--- config.mk ---
export PLATFORM = sky130hd
export DESIGN_NAME = seq_fsm_ctrl_flat
export DESIGN_NICKNAME = d
export VERILOG_FILES = /design/src/rtl/seq_fsm_ctrl_if.sv /design/src/rtl/seq_fsm_ctrl.sv /design/src/flat_wrapper.sv
export SDC_FILE = /design/constraint.sdc
export NUM_CORES = 1
export LEC_CHECK = 0
export ABC_AREA = 1
export CORE_MARGIN = 3
export CORE_UTILIZATION = 35
export DETAILED_ROUTE_END_ITERATION = 12
export GPL_ROUTABILITY_DRIVEN = 0
export PLACE_DENSITY_LB_ADDON = 0.25
export SLEW_MARGIN = 5
export SYNTH_ARGS = -nofsm -noshare
export SYNTH_HDL_FRONTEND = slang
export SYNTH_SLANG_ARGS = --single-unit
export TNS_END_PERCENT = 1
--- constraint.sdc ---
create_clock -name clk -period 1.5 [get_ports clk]
set_input_delay 0.375 -clock clk [delete_from_list [all_inputs] [get_ports clk]]
set_output_delay 0.375 -clock clk [all_outputs]
set_load 0.01 [all_outputs]
--- src/rtl/seq_fsm_ctrl_if.sv ---
// ---------------------------------------------------------------------------
// seq_fsm_ctrl_if
// Bundles the control handshake, the table configuration port and the status
// outputs of seq_fsm_ctrl. clk and reset_n stay plain module ports.
//   master : drives start/abort/hold and cfg_*; observes state/status
//   slave  : the sequencer itself
// ---------------------------------------------------------------------------
interface seq_fsm_ctrl_if #(
   parameter int NUM_STATES = 4,
   parameter int DWELL_W    = 8
);
   localparam int SW = $clog2(NUM_STATES);

   logic                  start;
   logic                  abort;
   logic                  hold;
   logic                  cfg_we;
   logic [SW-1:0]         cfg_addr;
   logic [SW-1:0]         cfg_next;
   logic [DWELL_W-1:0]    cfg_dwell;
   logic [SW-1:0]         state;
   logic [NUM_STATES-1:0] state_onehot;
   logic                  busy;
   logic                  step;
   logic                  done;
   logic                  err;

   modport master (
      output start, abort, hold, cfg_we, cfg_addr, cfg_next, cfg_dwell,
      input  state, state_onehot, busy, step, done, err
   );

   modport slave (
      input  start, abort, hold, cfg_we, cfg_addr, cfg_next, cfg_dwell,
      output state, state_onehot, busy, step, done, err
   );
endinterface

--- src/rtl/seq_fsm_ctrl.sv ---
// ---------------------------------------------------------------------------
// seq_fsm_ctrl
// Table-driven sequencer: walks through up to NUM_STATES states using a
// run-time writable next-state/dwell table, started by `start`, frozen by
// `hold`, cancelled by `abort`, and finishing when the table points home (0).
//
// Ports
//   clk      : rising-edge clock
//   reset_n  : asynchronous active-low reset (also restores the table)
//   bus      : seq_fsm_ctrl_if.slave
//              start/abort/hold  - control inputs
//              cfg_we/addr/next/dwell - table write port
//              state, state_onehot, busy, step, done, err - status
//
// Optional feature: define SEQ_FSM_CTRL_WATCHDOG_EN to add a step-count
// watchdog that stops a sequence after MAX_STEPS transitions and sets err.
// ---------------------------------------------------------------------------
module seq_fsm_ctrl #(
   parameter int NUM_STATES = 4,
   parameter int DWELL_W    = 8,
   parameter int MAX_STEPS  = 64
) (
   input logic           clk,
   input logic           reset_n,
   seq_fsm_ctrl_if.slave bus
);
   localparam int SW = $clog2(NUM_STATES);

   // Elaboration-time range guard; nothing is built inside it.
   if (NUM_STATES < 2 || NUM_STATES > 16 || MAX_STEPS < 1) begin : g_param_range_violation
   end

   logic [SW-1:0]      next_r  [NUM_STATES];
   logic [DWELL_W-1:0] dwell_r [NUM_STATES];

   logic [SW-1:0]      state_r,   state_nxt_s;
   logic               busy_r,    busy_nxt_s;
   logic [DWELL_W-1:0] counter_r, counter_nxt_s;
   logic               step_r,    step_nxt_s;
   logic               done_r,    done_nxt_s;
   logic [SW-1:0]      look_next_s;
   logic [NUM_STATES-1:0] state_onehot_s;

`ifdef SEQ_FSM_CTRL_WATCHDOG_EN
   localparam int WDW = $clog2(MAX_STEPS + 1);
   logic [WDW-1:0]     wd_r, wd_nxt_s;
   logic               err_r, err_nxt_s;
`endif

   // Configuration table: reset to a linear 0->1->..->N-1->0 walk, zero dwell.
   always_ff @(posedge clk or negedge reset_n) begin
      if (!reset_n) begin
         for (int i = 0; i < NUM_STATES; i++) begin
            next_r[i]  <= SW'((i + 1) % NUM_STATES);
            dwell_r[i] <= {DWELL_W{1'b0}};
         end
      end else if (bus.cfg_we) begin
         next_r[bus.cfg_addr]  <= bus.cfg_next;
         dwell_r[bus.cfg_addr] <= bus.cfg_dwell;
      end
   end

   // Sequencer state register.
   always_ff @(posedge clk or negedge reset_n) begin
      if (!reset_n) begin
         state_r   <= {SW{1'b0}};
         busy_r    <= 1'b0;
         counter_r <= {DWELL_W{1'b0}};
         step_r    <= 1'b0;
         done_r    <= 1'b0;
`ifdef SEQ_FSM_CTRL_WATCHDOG_EN
         wd_r      <= {WDW{1'b0}};
         err_r     <= 1'b0;
`endif
      end else begin
         state_r   <= state_nxt_s;
         busy_r    <= busy_nxt_s;
         counter_r <= counter_nxt_s;
         step_r    <= step_nxt_s;
         done_r    <= done_nxt_s;
`ifdef SEQ_FSM_CTRL_WATCHDOG_EN
         wd_r      <= wd_nxt_s;
         err_r     <= err_nxt_s;
`endif
      end
   end

   // Next-state logic: IDLE/RUN is busy_r; RUN priority abort > watchdog > hold > advance.
   always_comb begin
      state_nxt_s   = state_r;
      busy_nxt_s    = busy_r;
      counter_nxt_s = counter_r;
      step_nxt_s    = 1'b0;
      done_nxt_s    = 1'b0;
`ifdef SEQ_FSM_CTRL_WATCHDOG_EN
      wd_nxt_s      = wd_r;
      err_nxt_s     = err_r;
`endif
      // Table lookups see the pre-write contents during a same-cycle cfg write.
      look_next_s   = next_r[state_r];

      if (!busy_r) begin
         if (bus.start) begin
            busy_nxt_s    = 1'b1;
            counter_nxt_s = dwell_r[0];
`ifdef SEQ_FSM_CTRL_WATCHDOG_EN
            wd_nxt_s      = {WDW{1'b0}};
            err_nxt_s     = 1'b0;
`endif
         end else begin
            busy_nxt_s = 1'b0;
         end
      end else if (bus.abort) begin
         state_nxt_s = {SW{1'b0}};
         busy_nxt_s  = 1'b0;
`ifdef SEQ_FSM_CTRL_WATCHDOG_EN
      end else if (wd_r == WDW'(MAX_STEPS)) begin
         state_nxt_s = {SW{1'b0}};
         busy_nxt_s  = 1'b0;
         err_nxt_s   = 1'b1;
`endif
      end else if (bus.hold) begin
         busy_nxt_s = 1'b1;
      end else if (counter_r != {DWELL_W{1'b0}}) begin
         counter_nxt_s = counter_r - {{(DWELL_W-1){1'b0}}, 1'b1};
      end else begin
         step_nxt_s = 1'b1;
`ifdef SEQ_FSM_CTRL_WATCHDOG_EN
         wd_nxt_s   = wd_r + {{(WDW-1){1'b0}}, 1'b1};
`endif
         if (look_next_s != {SW{1'b0}}) begin
            state_nxt_s   = look_next_s;
            counter_nxt_s = dwell_r[look_next_s];
         end else begin
            state_nxt_s = {SW{1'b0}};
            busy_nxt_s  = 1'b0;
            done_nxt_s  = 1'b1;
         end
      end
   end

   // Output decode: one-hot of the registered state.
   always_comb begin
      state_onehot_s          = {NUM_STATES{1'b0}};
      state_onehot_s[state_r] = 1'b1;
   end

   assign bus.state        = state_r;
   assign bus.state_onehot = state_onehot_s;
   assign bus.busy         = busy_r;
   assign bus.step         = step_r;
   assign bus.done         = done_r;
`ifdef SEQ_FSM_CTRL_WATCHDOG_EN
   assign bus.err          = err_r;
`else
   assign bus.err          = 1'b0;
`endif
endmodule

--- src/flat_wrapper.sv ---
// flat-port wrapper written by rule: the top's interface ports become plain ports
module seq_fsm_ctrl_flat 
#(
   parameter int NUM_STATES = 4,
   parameter int DWELL_W    = 8,
   parameter int MAX_STEPS  = 64
)
  (clk, reset_n, bus_start, bus_abort, bus_hold, bus_cfg_we, bus_cfg_addr, bus_cfg_next, bus_cfg_dwell, bus_state, bus_state_onehot, bus_busy, bus_step, bus_done, bus_err);
  seq_fsm_ctrl_if #(.NUM_STATES(NUM_STATES), .DWELL_W(DWELL_W)) bus_i ();
  input logic clk;
  input logic reset_n;
  input wire logic [$bits(bus_i.start)-1:0] bus_start;
  input wire logic [$bits(bus_i.abort)-1:0] bus_abort;
  input wire logic [$bits(bus_i.hold)-1:0] bus_hold;
  input wire logic [$bits(bus_i.cfg_we)-1:0] bus_cfg_we;
  input wire logic [$bits(bus_i.cfg_addr)-1:0] bus_cfg_addr;
  input wire logic [$bits(bus_i.cfg_next)-1:0] bus_cfg_next;
  input wire logic [$bits(bus_i.cfg_dwell)-1:0] bus_cfg_dwell;
  output wire logic [$bits(bus_i.state)-1:0] bus_state;
  output wire logic [$bits(bus_i.state_onehot)-1:0] bus_state_onehot;
  output wire logic [$bits(bus_i.busy)-1:0] bus_busy;
  output wire logic [$bits(bus_i.step)-1:0] bus_step;
  output wire logic [$bits(bus_i.done)-1:0] bus_done;
  output wire logic [$bits(bus_i.err)-1:0] bus_err;
  assign bus_i.start = bus_start;
  assign bus_i.abort = bus_abort;
  assign bus_i.hold = bus_hold;
  assign bus_i.cfg_we = bus_cfg_we;
  assign bus_i.cfg_addr = bus_cfg_addr;
  assign bus_i.cfg_next = bus_cfg_next;
  assign bus_i.cfg_dwell = bus_cfg_dwell;
  assign bus_state = bus_i.state;
  assign bus_state_onehot = bus_i.state_onehot;
  assign bus_busy = bus_i.busy;
  assign bus_step = bus_i.step;
  assign bus_done = bus_i.done;
  assign bus_err = bus_i.err;
  seq_fsm_ctrl #(.NUM_STATES(NUM_STATES), .DWELL_W(DWELL_W), .MAX_STEPS(MAX_STEPS)) u_core (.clk(clk), .reset_n(reset_n), .bus(bus_i));
endmodule
==> results_dict.tcl <==
set metrics [dict create \
    status "finished, violations left" \
    violations "negative setup slack" \
    cts_buffer_depth 2 \
    dr.pass1.iters 4 \
    routedWlPerCell_um 13.39 \
    rr_startpoint "u_core.bus.state[0]" \
    fillers 781 \
    vias_per_cell 4.827 \
    cts_hold_buf 0 \
    path_cells "buf_6, nor2_4, nand2_1, nand2_2, nor2_4, nand3_2, nand2_4, buf_4, a21oi_1, a21oi_2" \
    worst_setup_path_end_kind "register" \
    synth_area_per_cell_um2 7.433 \
    grt_pass1_wl_um 11490 \
    cpPeakStageDelay_ns 0.47 \
    dieWidth_um 96.54 \
    crit_start "u_core.bus.state[0]" \
    dp_cells 532 \
    die_area_mm2 0.009320 \
    final_util_pct 51.02 \
    period_minus_slack_ns 1.638 \
    cellPowerDensity_mw_per_mm2 1111 \
    critPathSlowestCell "dfrtp_2" \
    ys_seq_area_share_pct 46.40 \
    grt_pass1_vias 2434 \
    worstPathRequired_ns 1.70 \
    swShare_pct 35.98 \
    power_leakage_nw 1.984 \
    min_path_type "input pin to asynchronous set/reset pin" \
    cts_max_level 2 \
    crit_top_cell "nor2_4" \
    core.rowCount 32 \
    power.total_mw 4.447 \
    combPwrFrac_pct 38.1 \
    r2r_cells 10 \
    n_antenna_cell 0 \
    routed_wl_um 7433 \
    skew_ns 0.004359 \
    finalHoldViolCount 0 \
    pwr-share-seq_pct 42.3 \
    drcViolationCount 0 \
    syn_area_mm2 0.002869 \
    grt_max_degree 54 \
    tritoncts "yes" \
    drive_gt1_share_pct 33.11 \
    path_class "register to register" \
    ys_types 26 \
    grt_setup_unrepaired "true" \
    final_cells 555 \
    r2r_slack_ns -0.14 \
    cts_sinks 53 \
    finalNetCount 472 \
    start_util_pct 36.56 \
    vias 2679 \
    ant_nets 0 \
    power_frac_clock_pct 19.7 \
    dp_hpwl_um 4922 \
    ir_drop_mv 0.3782 \
    dpl_worst_slack_ns -0.1625 \
    synth_area_leaders "dfrtp_1 (43%), nand2_1 (15%), o21ai_0 (7.8%)" \
    root_buffer "clkbuf_8" \
    setup_viol 13 \
    core_area_mm2 0.007848 \
    first_iter_violations 136 \
    yosys_register_bits 53 \
    area_delta_synth_final_pct 39.56 \
    dieHeight_um 96.54 \
    synth_top_area_cell "dfrtp_1" \
    grt_overflow 0 \
    period_share_pct 109.2 \
    worstSetupStartpointType "register" \
    placed_area_mm2 0.003482 \
    power.internal_mw 2.847 \
    pin_count 28 \
    maxCapViolations 0 \
    path_clk_slew_ns 0.10 \
    synthCells 386 \
    final_max_slew_viol_count 0 \
    clk_latency_ns 0.31 \
    max_freq_ghz 0.6105 \
    grt_antenna_before_repair 0 \
    final_area_mm2 0.004004 \
    power_switching_mw 1.600 \
    grt_use_total_pct 15.66 \
    synth_top_area_share_pct 42.74 \
    synth_warnings 0 \
    crit_path_max_fanout 5 \
    numPortBuffers 26 \
    r2r_end "u_core.counter_r[5]" \
    cts_made_buffers 5 \
    worst_slack_ns -0.1380 \
    arrival_ns 1.84 \
    synth_nets 406 \
]
synthesized netlist by cell type:
cell      count
nor2_1       27
o21ai_0      45
buf_6         4
clkbuf_1      8
a31oi_1       2
dfstp_2       4
inv_1        52
nand2_4       5
nand2_1     113
or2_2         1
nor2_4        1
inv_4         2
nor3_1        3
ha_1          2
buf_2         1
nand3_1      37
a21oi_1      12
conb_1        1
o21ai_1       2
xor2_1        2
nand3_2       2
nor2_2        3
dfrtp_1      49
a21oi_2       4
buf_4         2
inv_2         2
per-layer routing:
metal,wire [um],part of all wire [%],vias up,track usage [%]
li1,-,-,1340,-
met1,3451,46,1255,22.44
met2,3519,47,71,25.00
met3,321,4.3,13,2.401
met4,140,1.9,0,3.505
met5,0,0,-,0
kinds of logic (layout without fill, tap and decap cells):
kind of cell / after synthesis / count (layout) / synth area share, %
simple gates: 192 / 193 / 29.22
buf+inv: 71 / 137 / 10.82
other cells: 1 / 1 / 0.1307
fa+ha+maj: 2 / 2 / 0.8721
flops: 53 / 53 / 46.40
compound gates: 65 / 65 / 11.95
xor+xnor: 2 / 2 / 0.6107
area by class of cell:
type / count / area, um^2 / share of cell area, %
multi-input combinational: 263 / 1514 / 37.81
sequential: 53 / 1334 / 33.31
timing repair buffer: 73 / 708.2 / 17.69
inverter: 56 / 220.2 / 5.500
tap: 102 / 127.6 / 3.187
clock buffer: 6 / 82.58 / 2.063
clock inverter: 2 / 17.52 / 0.4375
what timing repair did:
action,4_1_cts,5_1_grt
cloned,0,2
pin swaps,0,36
buffers inserted,5,8
gates resized for setup,35,79
endpoints found under the hold margin,0,0
setup endpoints to repair,20,17
through the flow:
step | hold slack (ns) | TNS [ns]
floorplan | 0.07941 | -0.05827
global placement | 0.3892 | -2.007
detailed placement | 0.3949 | -2.178
CTS | 0.06287 | -1.009
global route | 0.06877 | -2.079
finish | 0.04606 | -1.031
registers in the layout (all words and copies together), names as in the netlist:
signal / count
u_core.dwell_r: 32
u_core.counter_r: 8
u_core.next_r: 8
u_core.bus.state: 2
u_core.bus.busy: 1
u_core.bus.done: 1
u_core.bus.step: 1
critical path, delay by kind of cell, from the launching register on:
kind            cells  cell delay (ns)
compound gates      2             0.25
buf+inv             2             0.31
flops               1             0.47
simple gates        6             0.50
worst max path at each step:
stage                     endpoint  slack [ns]  cells past startpoint
6_report       u_core.counter_r[5]       -0.14                     10
5_1_grt        u_core.counter_r[6]       -0.21                     12
4_1_cts        bus_state_onehot[2]       -0.15                      3
3_5_place_dp   u_core.bus.state[1]       -0.16                      7
3_3_place_gp   u_core.bus.state[0]       -0.16                      7
2_1_floorplan  u_core.counter_r[6]       -0.03                     11
cells in the final DEF, fill, tap and decap left out, drive strengths merged, types with 3 or more instances in the layout:
cell and n:
nand2 119, inv 57, buf 53, dfrtp 49
o21ai 47, nand3 39, nor2 31, clkdlybuf4s50 16
a21oi 16, clkbuf 7, dfstp 4, dlygate4sd2 3
nor3 3
power by group through the flow:
| stage | sequential, mW | combinational (mW) | clock, mW |
|---|---|---|---|
| final | 1.88 | 1.69 | 0.874 |
| after global routing | 1.90 | 1.90 | 0.954 |
| after CTS | 1.86 | 1.42 | 0.892 |
| after detailed placement | 1.89 | 1.38 | 0 |
| after global placement | 1.89 | 1.35 | 0 |
| after floorplan | 1.87 | 0.844 | 0 |
Note: power is estimated with default switching activity, not from simulation.
